### src/rtl/nim_turn_controller.sv
`default_nettype none
// ============================================================================
// Module   : nim_turn_controller
// Purpose  : Nim game-state core; validates and applies moves on three piles.
// Revision : 1.0 - initial release
// ============================================================================
module nim_turn_controller #(
    parameter int PW       = 4,
    parameter int INIT0    = 3,
    parameter int INIT1    = 5,
    parameter int INIT2    = 7,
    parameter int MAX_TAKE = 3
) (
    input  logic          clk,
    input  logic          rst_n,
    input  logic          i_new_game,
    input  logic          i_pile_next,
    input  logic          i_take_inc,
    input  logic          i_take_dec,
    input  logic          i_confirm,
    output logic [PW-1:0] o_pile0,
    output logic [PW-1:0] o_pile1,
    output logic [PW-1:0] o_pile2,
    output logic [1:0]    o_sel_pile,
    output logic [PW-1:0] o_take,
    output logic          o_player,
    output logic          o_move_valid,
    output logic          o_move_reject,
    output logic          o_game_over,
    output logic          o_winner
);

    localparam logic [PW-1:0] c_init0    = PW'(INIT0);
    localparam logic [PW-1:0] c_init1    = PW'(INIT1);
    localparam logic [PW-1:0] c_init2    = PW'(INIT2);
    localparam logic [PW-1:0] c_max_take = PW'(MAX_TAKE);
    localparam logic [PW-1:0] c_one      = PW'(1);

    typedef enum logic [1:0] {
        ST_SELECT = 2'd0,
        ST_APPLY  = 2'd1,
        ST_OVER   = 2'd2
    } state_t;

    state_t        state_q, state_d;
    logic [PW-1:0] pile0_q, pile0_d;
    logic [PW-1:0] pile1_q, pile1_d;
    logic [PW-1:0] pile2_q, pile2_d;
    logic [1:0]    sel_q, sel_d;
    logic [PW-1:0] take_q, take_d;
    logic          player_q, player_d;
    logic          valid_q, valid_d;
    logic          reject_q, reject_d;
    logic          over_q, over_d;
    logic          winner_q, winner_d;

    logic [PW-1:0] w_cur_pile;
    logic [PW-1:0] w_left;
    logic          w_last_move;

    always_comb begin
        case (sel_q)
            2'd1:    w_cur_pile = pile1_q;
            2'd2:    w_cur_pile = pile2_q;
            default: w_cur_pile = pile0_q;
        endcase
    end

    // Safe from underflow: APPLY is only entered when the pile holds >= take.
    assign w_left = w_cur_pile - take_q;

    assign w_last_move = (w_left == '0) &&
                         ((sel_q == 2'd0) || (pile0_q == '0)) &&
                         ((sel_q == 2'd1) || (pile1_q == '0)) &&
                         ((sel_q == 2'd2) || (pile2_q == '0));

    always_comb begin
        state_d  = state_q;
        pile0_d  = pile0_q;
        pile1_d  = pile1_q;
        pile2_d  = pile2_q;
        sel_d    = sel_q;
        take_d   = take_q;
        player_d = player_q;
        over_d   = over_q;
        winner_d = winner_q;
        valid_d  = 1'b0;
        reject_d = 1'b0;

        if (i_new_game) begin
            state_d  = ST_SELECT;
            pile0_d  = c_init0;
            pile1_d  = c_init1;
            pile2_d  = c_init2;
            sel_d    = 2'd0;
            take_d   = c_one;
            player_d = 1'b0;
            over_d   = 1'b0;
            winner_d = 1'b0;
        end else begin
            case (state_q)
                ST_SELECT: begin
                    if (i_confirm) begin
                        if (w_cur_pile >= take_q) begin
                            state_d = ST_APPLY;
                        end else begin
                            reject_d = 1'b1;
                        end
                    end else if (i_pile_next) begin
                        sel_d = (sel_q == 2'd2) ? 2'd0 : sel_q + 2'd1;
                    end else if (i_take_inc && !i_take_dec) begin
                        if (take_q < c_max_take) take_d = take_q + c_one;
                    end else if (i_take_dec && !i_take_inc) begin
                        if (take_q > c_one) take_d = take_q - c_one;
                    end
                end
                ST_APPLY: begin
                    case (sel_q)
                        2'd1:    pile1_d = w_left;
                        2'd2:    pile2_d = w_left;
                        default: pile0_d = w_left;
                    endcase
                    take_d  = c_one;
                    valid_d = 1'b1;
                    if (w_last_move) begin
                        state_d  = ST_OVER;
                        over_d   = 1'b1;
                        winner_d = player_q;
                    end else begin
                        state_d  = ST_SELECT;
                        player_d = ~player_q;
                    end
                end
                default: ;
            endcase
        end
    end

    always_ff @(posedge clk or negedge rst_n) begin
        if (!rst_n) begin
            state_q  <= ST_SELECT;
            pile0_q  <= c_init0;
            pile1_q  <= c_init1;
            pile2_q  <= c_init2;
            sel_q    <= 2'd0;
            take_q   <= c_one;
            player_q <= 1'b0;
            valid_q  <= 1'b0;
            reject_q <= 1'b0;
            over_q   <= 1'b0;
            winner_q <= 1'b0;
        end else begin
            state_q  <= state_d;
            pile0_q  <= pile0_d;
            pile1_q  <= pile1_d;
            pile2_q  <= pile2_d;
            sel_q    <= sel_d;
            take_q   <= take_d;
            player_q <= player_d;
            valid_q  <= valid_d;
            reject_q <= reject_d;
            over_q   <= over_d;
            winner_q <= winner_d;
        end
    end

    assign o_pile0       = pile0_q;
    assign o_pile1       = pile1_q;
    assign o_pile2       = pile2_q;
    assign o_sel_pile    = sel_q;
    assign o_take        = take_q;
    assign o_player      = player_q;
    assign o_move_valid  = valid_q;
    assign o_move_reject = reject_q;
    assign o_game_over   = over_q;
    assign o_winner      = winner_q;

endmodule
`default_nettype wire

### config.mk
export PLATFORM = sky130hd
export DESIGN_NAME = nim_turn_controller
export DESIGN_NICKNAME = d
export VERILOG_FILES = /design/src/rtl/nim_turn_controller.sv
export SDC_FILE = /design/constraint.sdc
export NUM_CORES = 1
export LEC_CHECK = 0
export ABC_AREA = 0
export ABC_CLOCK_PERIOD_IN_PS = 5000
export BUFFER_PORTS_ARGS = -buffer_cell sky130_fd_sc_hd__buf_2
export CAP_MARGIN = 20
export CORE_MARGIN = 2
export CORE_UTILIZATION = 36
export DETAILED_ROUTE_END_ITERATION = 12
export PLACE_DENSITY = 0.62
export SLEW_MARGIN = 30
export SYNTH_ARGS = -nofsm -noshare
export SYNTH_HDL_FRONTEND = slang
export SYNTH_SLANG_ARGS = --single-unit
### constraint.sdc
create_clock -name clk -period 5 [get_ports clk]
set_input_delay 0 -clock clk [delete_from_list [all_inputs] [get_ports clk]]
set_output_delay 0 -clock clk [all_outputs]
set_load 0.1 [all_outputs]
==> results of run 1 <==
[cell usage after synthesis (all sizes together)]
master / instances / area share
o21bai: 1 / 0.0048
o22ai: 1 / 0.0040
a21oi: 12 / 0.038
a41oi: 1 / 0.0056
dfstp: 8 / 0.13
clkbuf: 5 / 0.012
and2b: 1 / 0.0048
or3: 2 / 0.0080
a211o: 7 / 0.039
nand2: 7 / 0.017
nand4: 1 / 0.0040
dfrtp: 17 / 0.27
xor2: 2 / 0.016
nor2: 25 / 0.060
nand3: 4 / 0.016
o21ai: 5 / 0.018
a31o: 1 / 0.0056
o2111ai: 1 / 0.0056
xnor2: 3 / 0.022
a31oi: 2 / 0.0080
o311a: 1 / 0.0064
nor4: 5 / 0.028
and4b: 1 / 0.0064
a21bo: 1 / 0.0064
a21boi: 2 / 0.0096
a21o: 1 / 0.0048
nor3: 6 / 0.030
o2bb2ai: 1 / 0.0096
fa: 1 / 0.013
nor3b: 1 / 0.0048
a22oi: 4 / 0.019
buf: 1 / 0.0032
inv: 11 / 0.026
nor4b: 1 / 0.0056
ha: 10 / 0.080
nand2b: 5 / 0.025
mux2i: 4 / 0.026
[repair_timing]
action	CTS	global route
hold buffers	1	0
setup buffers	0	0
endpoints found under the hold margin	17	0
resized for setup	0	0
endpoints found under the setup margin	0	0
[final cells by class]
class / count / area share
Multi-Input combinational cell: 120 / 0.4781
Sequential cell: 25 / 0.3530
Timing Repair Buffer: 30 / 0.08617
Tap cell: 50 / 0.03475
Clock buffer: 4 / 0.02502
Inverter: 11 / 0.02293
[sequential cells by signal (all words and copies together), names as in the netlist]
register,flops
o_pile0,4
o_pile1,4
o_pile2,4
o_take,4
o_sel_pile,2
state_q,2
o_game_over,1
o_move_reject,1
o_move_valid,1
o_player,1
o_winner,1
[stage by stage]
| step | hold WS, ps | cells | instance area, µm² |
|---|---|---|---|
| 4_1_cts | 74.27 | 240 | 1800 |
| 2_1_floorplan | -295.6 | 162 | 1562 |
| 5_1_grt | 70.22 | 240 | 1800 |
| 6_report | 65.46 | 240 | 1800 |
| 3_3_place_gp | 24.29 | 235 | 1745 |
| 3_5_place_dp | 16.69 | 235 | 1745 |
[metal layers]
metal  vias up  track usage
li1        635            -
met1       600       0.1934
met2        52       0.2190
met3         5      0.01876
met4         0      0.04915
met5         -            0
[how the worst max path moves through the flow]
stage | start | to | cells after the start
final | o_sel_pile[0] | o_player | 12
after global routing | o_sel_pile[0] | o_player | 11
after CTS | o_sel_pile[0] | o_player | 12
after detailed placement | o_sel_pile[0] | o_player | 12
after global placement | o_sel_pile[0] | o_player | 12
after floorplan | o_sel_pile[0] | o_player | 11
[cells by family (layout without fill, tap and decap cells)]
group | count (synthesis) | in the layout | synth area share
xor gates and xnor gates | 5 | 5 | 0.03767
and+or+nand+nor | 59 | 59 | 0.2091
adders and majority gates | 11 | 11 | 0.09295
buffers and inverters | 17 | 45 | 0.04167
AOI/OAI and AO/OA | 41 | 41 | 0.1859
muxes | 4 | 4 | 0.02564
DFF | 25 | 25 | 0.4071
[critical path, cell delays in order (launching register included)]
cell and delay [ps]:
dfrtp_1 410, inv_1 120, ha_1 280, a22oi_1 130
nand2_1 70, o21ai_0 80, ha_1 210, fa_1 420
xor2_2 240, nand3_2 120, nor3_4 250, mux2i_1 220
o2111ai_1 120
[power by group through the flow]
stage               logic, mW  registers [mW]  clock network, mW
floorplan               0.129           0.328                  0
global route            0.289           0.237              0.131
global placement        0.267           0.239                  0
finish                  0.268           0.235              0.120
CTS                     0.271           0.235              0.122
detailed placement      0.269           0.238                  0
==> impl_metrics.yaml, run 1 <==
layout:
  multi_input_area_um2: 860.8
  final_cell_mix: "buf_2 (29), nor2_1 (25), dfrtp_1 (17), a21oi_1 (12), ha_1 (10)"
  drive_gt1_frac: 0.2737
  syn_to_final_growth_pct: 15.30
  regArea_um2: 635.6
  final_common_cell: "buf_2"
  post-route-util: 0.4406
  diodes: 0
  fillCellCount: 421
  final_nets: 209
synth:
  syn_inst: 162
  synthesis.nets: 180
  yosys_warnings: 0
  yosysSeqAreaShare: 0.4071
  syn_area_per_cell_um2: 9.639
  synth_seq_cells: 25
  synth_cell_types: 46
  syn-cell-area_mm2: 0.001561
clocking:
  cts_htree_levels: 1
  clk_latency_ps: 270
  cts.sinks: 25
  cts.clk_slew.worst_paths_ps: 80
  cts_tree: "done"
  ctsRootBufferMaster: "clkbuf_8"
  clockBufferDepth: 2
  cts_inserted_buffers: 3
grt:
  grt_use_total: 0.1382
  gr-total-overflow: 0
  antenna_found_initial: 0
  grt_max_degree: 26
  grt_pass1_wl_um: 5526
  grt_pass1_vias: 1243
floorplan:
  fp.dieH_um: 69.86
  rows: 23
  dieWidth_um: 69.86
  core_mm2: 0.004086
  start_util: 0.3821
  fp.dieArea_mm2: 0.004880
  io_pins: 30
critical_path:
  required_ps: 5140
  arrival_ps: 2950
  worst-setup-path-type: "register to register"
  rr_startpoint: "o_sel_pile[0]"
  cp_max_fo: 7
  cp-end-kind: "register"
  timing.rr.end: "o_player"
  regToRegSetupSlack_ps: 2190
  r2r_cells: 12
  cp-start-kind: "register"
hold_path:
  min-delay-start: "i_confirm"
  whs_endpoint: "o_move_reject"
  holdCritPathClass: "input pin to register"
  holdPathStages: 2
flow_run:
  cap_violations: 0
routing:
  wl_met2_um: 1473
  wl_met1_um: 1558
  vias: 1292
  viasPerCell: 5.383
  drc_errors: 0
  dr.max_layer_used: "met4"
  routedWlPerCell_um: 13.65
  route.met3.wl_um: 199
  drt-total-wl_um: 3275
  drt_first_iter_violations: 68
  dr.pass1.iters: 4
  antenna_left: 0
power:
  seqPwrFrac: 0.377
  peakVddDrop_mv: 0.1123
  power.total_mw: 0.6227
  power_leakage_nw: 0.8089
  swShare: 0.4418
  powerDensity_mw_per_mm2: 345.8
  power.share.clock: 0.192
  p_switching_mw: 0.2751
  comb_power_share: 0.431
  p_int_mw: 0.3476
sta:
  timing.fmax_mhz: 355.7
  hold_viol: 0
  setup_slack_ps: 2189
  relSlewSlack: 0.5280
  fin_setup_tns_ps: 0
  rsz0062_at_grt: "no"
  period_share: 0.5622
  tightest_slew_ps: 698.1
  finClkSkew_ps: 3.045
  final_max_slew_viol_count: 0
  setup_viol: 0
  period_needed_ps: 2811
place:
  hpwlAfterDp_um: 2448
  pre_cts_slack_ps: 2219
  port_buffers: 29
  place_congestion: 0.8474
run_status:
  status: "finished clean"
Power figures use the tool's default switching activity.
==> run 2, diff against run 1 <==
ABC_CLOCK_PERIOD_IN_PS = 2600   (was 5000)
clock period = 2.6 ns   (was 5 ns; I/O delays follow)
==> run 2 against run 1 <==
  * Utilization up 2.5 points
  * Sequential share of layout area down 1.5 points
  * Clock skew up 1.5 ps
  * Die area unchanged
  * Final area up 5.8%
  * Via count up 0.23%
  * Critical endpoint is now o_winner
  * Largest cell class unchanged
==> impl_metrics.yaml, run 2 (same netlist as run 1, synthesis figures left out) <==
sta:
  setup_viol: 0
  relSlewSlack: 0.5163
  period_share: 0.9824
  hold_viol: 0
  tightest_slew_ps: 715.5
  rsz0062_at_grt: "yes"
  finClkSkew_ps: 4.509
  final_max_slew_viol_count: 0
  timing.fmax_mhz: 391.5
  setup_slack_ps: 45.87
  period_needed_ps: 2554
clocking:
  cts.sinks: 25
  clockBufferDepth: 2
  clk_latency_ps: 270
  cts.clk_slew.worst_paths_ps: 90
  ctsRootBufferMaster: "clkbuf_8"
  cts_inserted_buffers: 3
  cts_htree_levels: 1
  cts_tree: "done"
grt:
  grt_pass1_vias: 1367
  antenna_found_initial: 0
  grt_max_degree: 26
  grt_pass1_wl_um: 6479
  grt_use_total: 0.1613
  gr-total-overflow: 0
layout:
  final_cell_mix: "buf_2 (29), nor2_1 (25), dfrtp_1 (15), a21oi_1 (10), dfstp_2 (8)"
  syn_to_final_growth_pct: 21.96
  diodes: 0
  final_common_cell: "buf_2"
  multi_input_area_um2: 918.4
  fin_area_mm2: 0.001904
  drive_gt1_frac: 0.3557
  fillCellCount: 398
  regArea_um2: 643.1
  post-route-util: 0.4660
  final_nets: 213
critical_path:
  required_ps: 2810
  cp-start-kind: "register"
  worst-setup-path-type: "register to register"
  cp_max_fo: 6
  cp-end-kind: "register"
  crit_path_max_incr_delay_ps: 520
  critPathSlowestCell: "dfrtp_4"
  cp_cell_sequence: "inv_4 > ha_4 > a22oi_2 > nand2_2 > o21ai_1 > ha_2 > fa_2 > xor2_2 > nand3_2 > nor3_4 > buf_6 > nand4_1 > a21oi_2"
  arrival_ps: 2760
floorplan:
  io_pins: 30
  start_util: 0.3821
  fp.dieArea_mm2: 0.004880
  rows: 23
  fp.dieH_um: 69.86
  dieWidth_um: 69.86
  core_mm2: 0.004086
routing:
  dr.pass1.iters: 4
  viasPerCell: 5.307
  antenna_left: 0
  routedWlPerCell_um: 15.22
  drt_first_iter_violations: 44
  drc_errors: 0
  vias: 1295
  drt-total-wl_um: 3714
run_status:
  status: "finished clean"
power:
  power.total_mw: 1.238
  power.share.clock: 0.189
  p_switching_mw: 0.5478
  swShare: 0.4426
  p_int_mw: 0.6899
  seqPwrFrac: 0.367
  peakVddDrop_mv: 0.2124
  comb_power_share: 0.444
  powerDensity_mw_per_mm2: 649.9
  power_leakage_nw: 0.8295
place:
  place_area_mm2: 0.001808
  hpwlAfterDp_um: 2772
  place_congestion: 0.9307
  port_buffers: 29
  pre_cts_slack_ps: -57.02
flow_run:
  cap_violations: 0
hold_path:
  holdCritPathClass: "input pin to register"
[run 2: per-layer routing]
metal	vias up	track usage	wire length, µm
li1	640	-	-
met1	620	0.2124	1747
met2	30	0.2847	1812
met3	5	0.02020	123
met4	0	0.03205	31
met5	-	0	0
[run 2: path summary, 6_finish.rpt]
kind,start,to,slack (ps),cells after the start
worst max-delay path,o_sel_pile[0],o_winner,50,13
worst min-delay path,i_confirm,o_move_reject,70,2
worst max register to register,o_sel_pile[0],o_winner,50,13
worst min register to register,o_game_over,o_game_over,520,2
max in group asynchronous,rst_n,o_sel_pile[0],1900,2
min in group asynchronous,rst_n,o_game_over,250,2
[run 2: repair_timing]
action                     CTS  global route
gates resized for setup      0             5
pin swaps                    1             8
hold buffers                 1             0
setup endpoints to repair    1             4
hold endpoints to repair    17             0
gates cloned                 0             0
buffers inserted             1             2
[run 2: area by class of cell]
class | count | area share
Multi-Input combinational cell | 120 | 0.4823
Sequential cell | 25 | 0.3377
Timing Repair Buffer | 34 | 0.09921
Tap cell | 50 | 0.03285
Inverter | 11 | 0.02431
Clock buffer | 4 | 0.02365
[run 2: stage by stage]
step                      hold WS [ps]  setup TNS (ps)  instances
final                            68.07               0        244
after global routing             68.52          -321.4        244
after CTS                        65.73               0        242
after detailed placement         35.31          -57.02        236
after global placement           20.87               0        236
after floorplan                 -295.6          -438.2        162
[run 2: worst max-delay path: cells and delay by family, from the launching register on]
family,cells,cell delay (ps)
adders and majority gates,3,720
DFF,1,520
and+or+nand+nor,4,520
AOI/OAI and AO/OA,3,310
buffers and inverters,2,230
xor gates and xnor gates,1,190
[run 2: power groups by stage]
stage               sequential [mW]  clock [mW]  combinational, mW
floorplan                     0.634           0              0.267
global placement              0.461           0              0.529
detailed placement            0.461           0              0.540
CTS                           0.454       0.239              0.543
global route                  0.458       0.257              0.587
finish                        0.455       0.233              0.550
==> run 3, diff against run 2 <==
CORE_UTILIZATION = 50   (was 36)
PLACE_DENSITY = 0.79   (was 0.62)
==> run 3 against run 2 <==
  * Clock-buffer cell count unchanged
  * Critical path depth down 1
  * Sequential share of layout area up 0.91 points
  * Non-clock buffer count unchanged
  * Hold slack worse by 46 ps
  * Global-route usage up 6.1 points
  * Register-to-register slack better by 60 ps
  * Highest routed layer unchanged
==> impl_metrics.yaml, run 3 (same netlist as run 1, synthesis figures left out) <==
routing:
  vias: 1352
  dr.pass1.iters: 4
  viasPerCell: 5.956
  antenna_left: 0
  drc_errors: 0
  drt-total-wl_um: 3533
  drt_first_iter_violations: 101
  routedWlPerCell_um: 15.56
critical_path:
  required_ps: 2780
  crit_family: "adder cells"
  critPathSlowestCell: "dfrtp_4"
  cp-end-kind: "register"
  cp_max_fo: 7
  cp_cell_sequence: "inv_4 > ha_4 > a22oi_2 > nand2_1 > o21ai_1 > ha_2 > fa_2 > xor2_2 > nand3_2 > nor3_4 > mux2i_1 > o2111ai_1"
  crit_path_max_incr_delay_ps: 540
  worst-setup-path-type: "register to register"
  arrival_ps: 2680
  cp-start-kind: "register"
  regToRegSetupSlack_ps: 100
  crit_buf_inv: 1
layout:
  finalNonFillerCells: 227
  final_cell_mix: "buf_2 (29), nor2_1 (25), dfrtp_1 (15), a21oi_1 (11), dfstp_2 (8)"
  diodes: 0
  syn_to_final_growth_pct: 18.75
  final_nets: 213
  drive_gt1_frac: 0.3454
  final_common_cell: "buf_2"
  fillCellCount: 266
  fin_area_mm2: 0.001854
clocking:
  clockBufferDepth: 2
  clk_latency_ps: 320
  ctsRootBufferMaster: "clkbuf_4"
  cts.clk_slew.worst_paths_ps: 140
  cts_tree: "done"
  cts_htree_levels: 1
  cts_inserted_buffers: 3
  cts.sinks: 25
grt:
  grt_use_total: 0.2222
  gr-total-overflow: 0
  antenna_found_initial: 0
  grt_max_degree: 26
  grt_pass1_vias: 1342
  grt_pass1_wl_um: 6058
floorplan:
  fp.dieArea_mm2: 0.003586
  dieWidth_um: 59.89
  io_pins: 30
  fp.dieH_um: 59.89
  core_mm2: 0.003003
  start_util: 0.5200
  rows: 20
place:
  place_congestion: 0.8707
  place_area_mm2: 0.001787
  place_inst: 219
  port_buffers: 29
  pre_cts_slack_ps: -74.16
  hpwlAfterDp_um: 2693
power:
  seqPwrFrac: 0.382
  comb_power_share: 0.471
  powerDensity_mw_per_mm2: 643.4
  peakVddDrop_mv: 0.2950
  p_switching_mw: 0.5399
  swShare: 0.4525
  power.share.clock: 0.147
  power_leakage_nw: 0.8189
  p_int_mw: 0.6531
run_status:
  status: "finished clean"
sta:
  final_max_slew_viol_count: 0
  period_share: 0.9597
  finClkSkew_ps: 15.70
  timing.fmax_mhz: 400.8
  setup_slack_ps: 104.9
  hold_viol: 0
  setup_viol: 0
  period_needed_ps: 2495
  rsz0062_at_grt: "yes"
  holdWs_ps: 22.03
  tightest_slew_ps: 817.0
  relSlewSlack: 0.4476
hold_path:
  holdCritPathClass: "input pin to register"
flow_run:
  cap_violations: 0
==> run 3: cell types whose count changed in the layout (fill, tap and decap cells not counted) <==
cell      delta
a21oi_1      +1
a21oi_2      -1
buf_4        +1
buf_6        -1
clkbuf_4     +3
clkbuf_8     -3
nand2_1      +1
nand2_2      -1
==> run 3: path summary, 6_finish.rpt <==
| check | end | from | cells after the start |
|---|---|---|---|
| max | o_player | o_sel_pile[0] | 12 |
| min reg2reg | o_game_over | o_game_over | 2 |
| max in group asynchronous | o_sel_pile[1] | rst_n | 2 |
| min in group asynchronous | o_take[2] | rst_n | 2 |
| min | o_move_reject | i_confirm | 2 |
| max reg2reg | o_player | o_sel_pile[0] | 12 |
==> run 3: layout make-up <==
cell class                      instances  area (µm²)  area share
Sequential cell                        25       643.1      0.3468
Inverter                               11       46.29     0.02497
Timing Repair Buffer                   34       185.2     0.09987
Tap cell                               33       41.29     0.02227
Multi-Input combinational cell        120       912.1      0.4919
Clock buffer                            4       26.28     0.01417
==> run 3: stage by stage <==
stage | power, mW | util | TNS, ps
after global routing | 1.260 | 0.6175 | -105.4
final | 1.193 | 0.6175 | 0
after detailed placement | 1.002 | 0.5950 | -74.16
after floorplan | 0.9004 | - | -438.2
after global placement | 0.9853 | 0.5950 | 0
after CTS | 1.180 | 0.6096 | 0
==> run 3: repair_timing <==
item | 4_1_cts | 5_1_grt
resized for setup | 0 | 2
buffers inserted | 1 | 2
endpoints found under the setup margin | 1 | 4
pin swaps | 1 | 4
hold buffers | 1 | 0
endpoints found under the hold margin | 17 | 0
==> run 3: power groups by stage <==
stage / registers [mW] / clock network (mW) / logic (mW)
floorplan: 0.634 / 0 / 0.267
global placement: 0.460 / 0 / 0.526
detailed placement: 0.462 / 0 / 0.539
CTS: 0.455 / 0.182 / 0.543
global route: 0.460 / 0.196 / 0.604
finish: 0.456 / 0.175 / 0.562
==> run 3: worst reg2reg max path, stage by stage (launching register included) <==
cell	delay, ps
dfrtp_4	540
inv_4	90
ha_4	170
a22oi_2	70
nand2_1	50
o21ai_1	70
ha_2	190
fa_2	370
xor2_2	190
nand3_2	100
nor3_4	150
mux2i_1	240
o2111ai_1	130
==> run 3: routing by layer <==
metal,wire length (µm),GRT usage,vias up
met5,0,0,-
met4,24,0.05714,0
met3,141,0.02814,4
met2,1855,0.3975,39
met1,1511,0.2810,669
li1,-,-,640
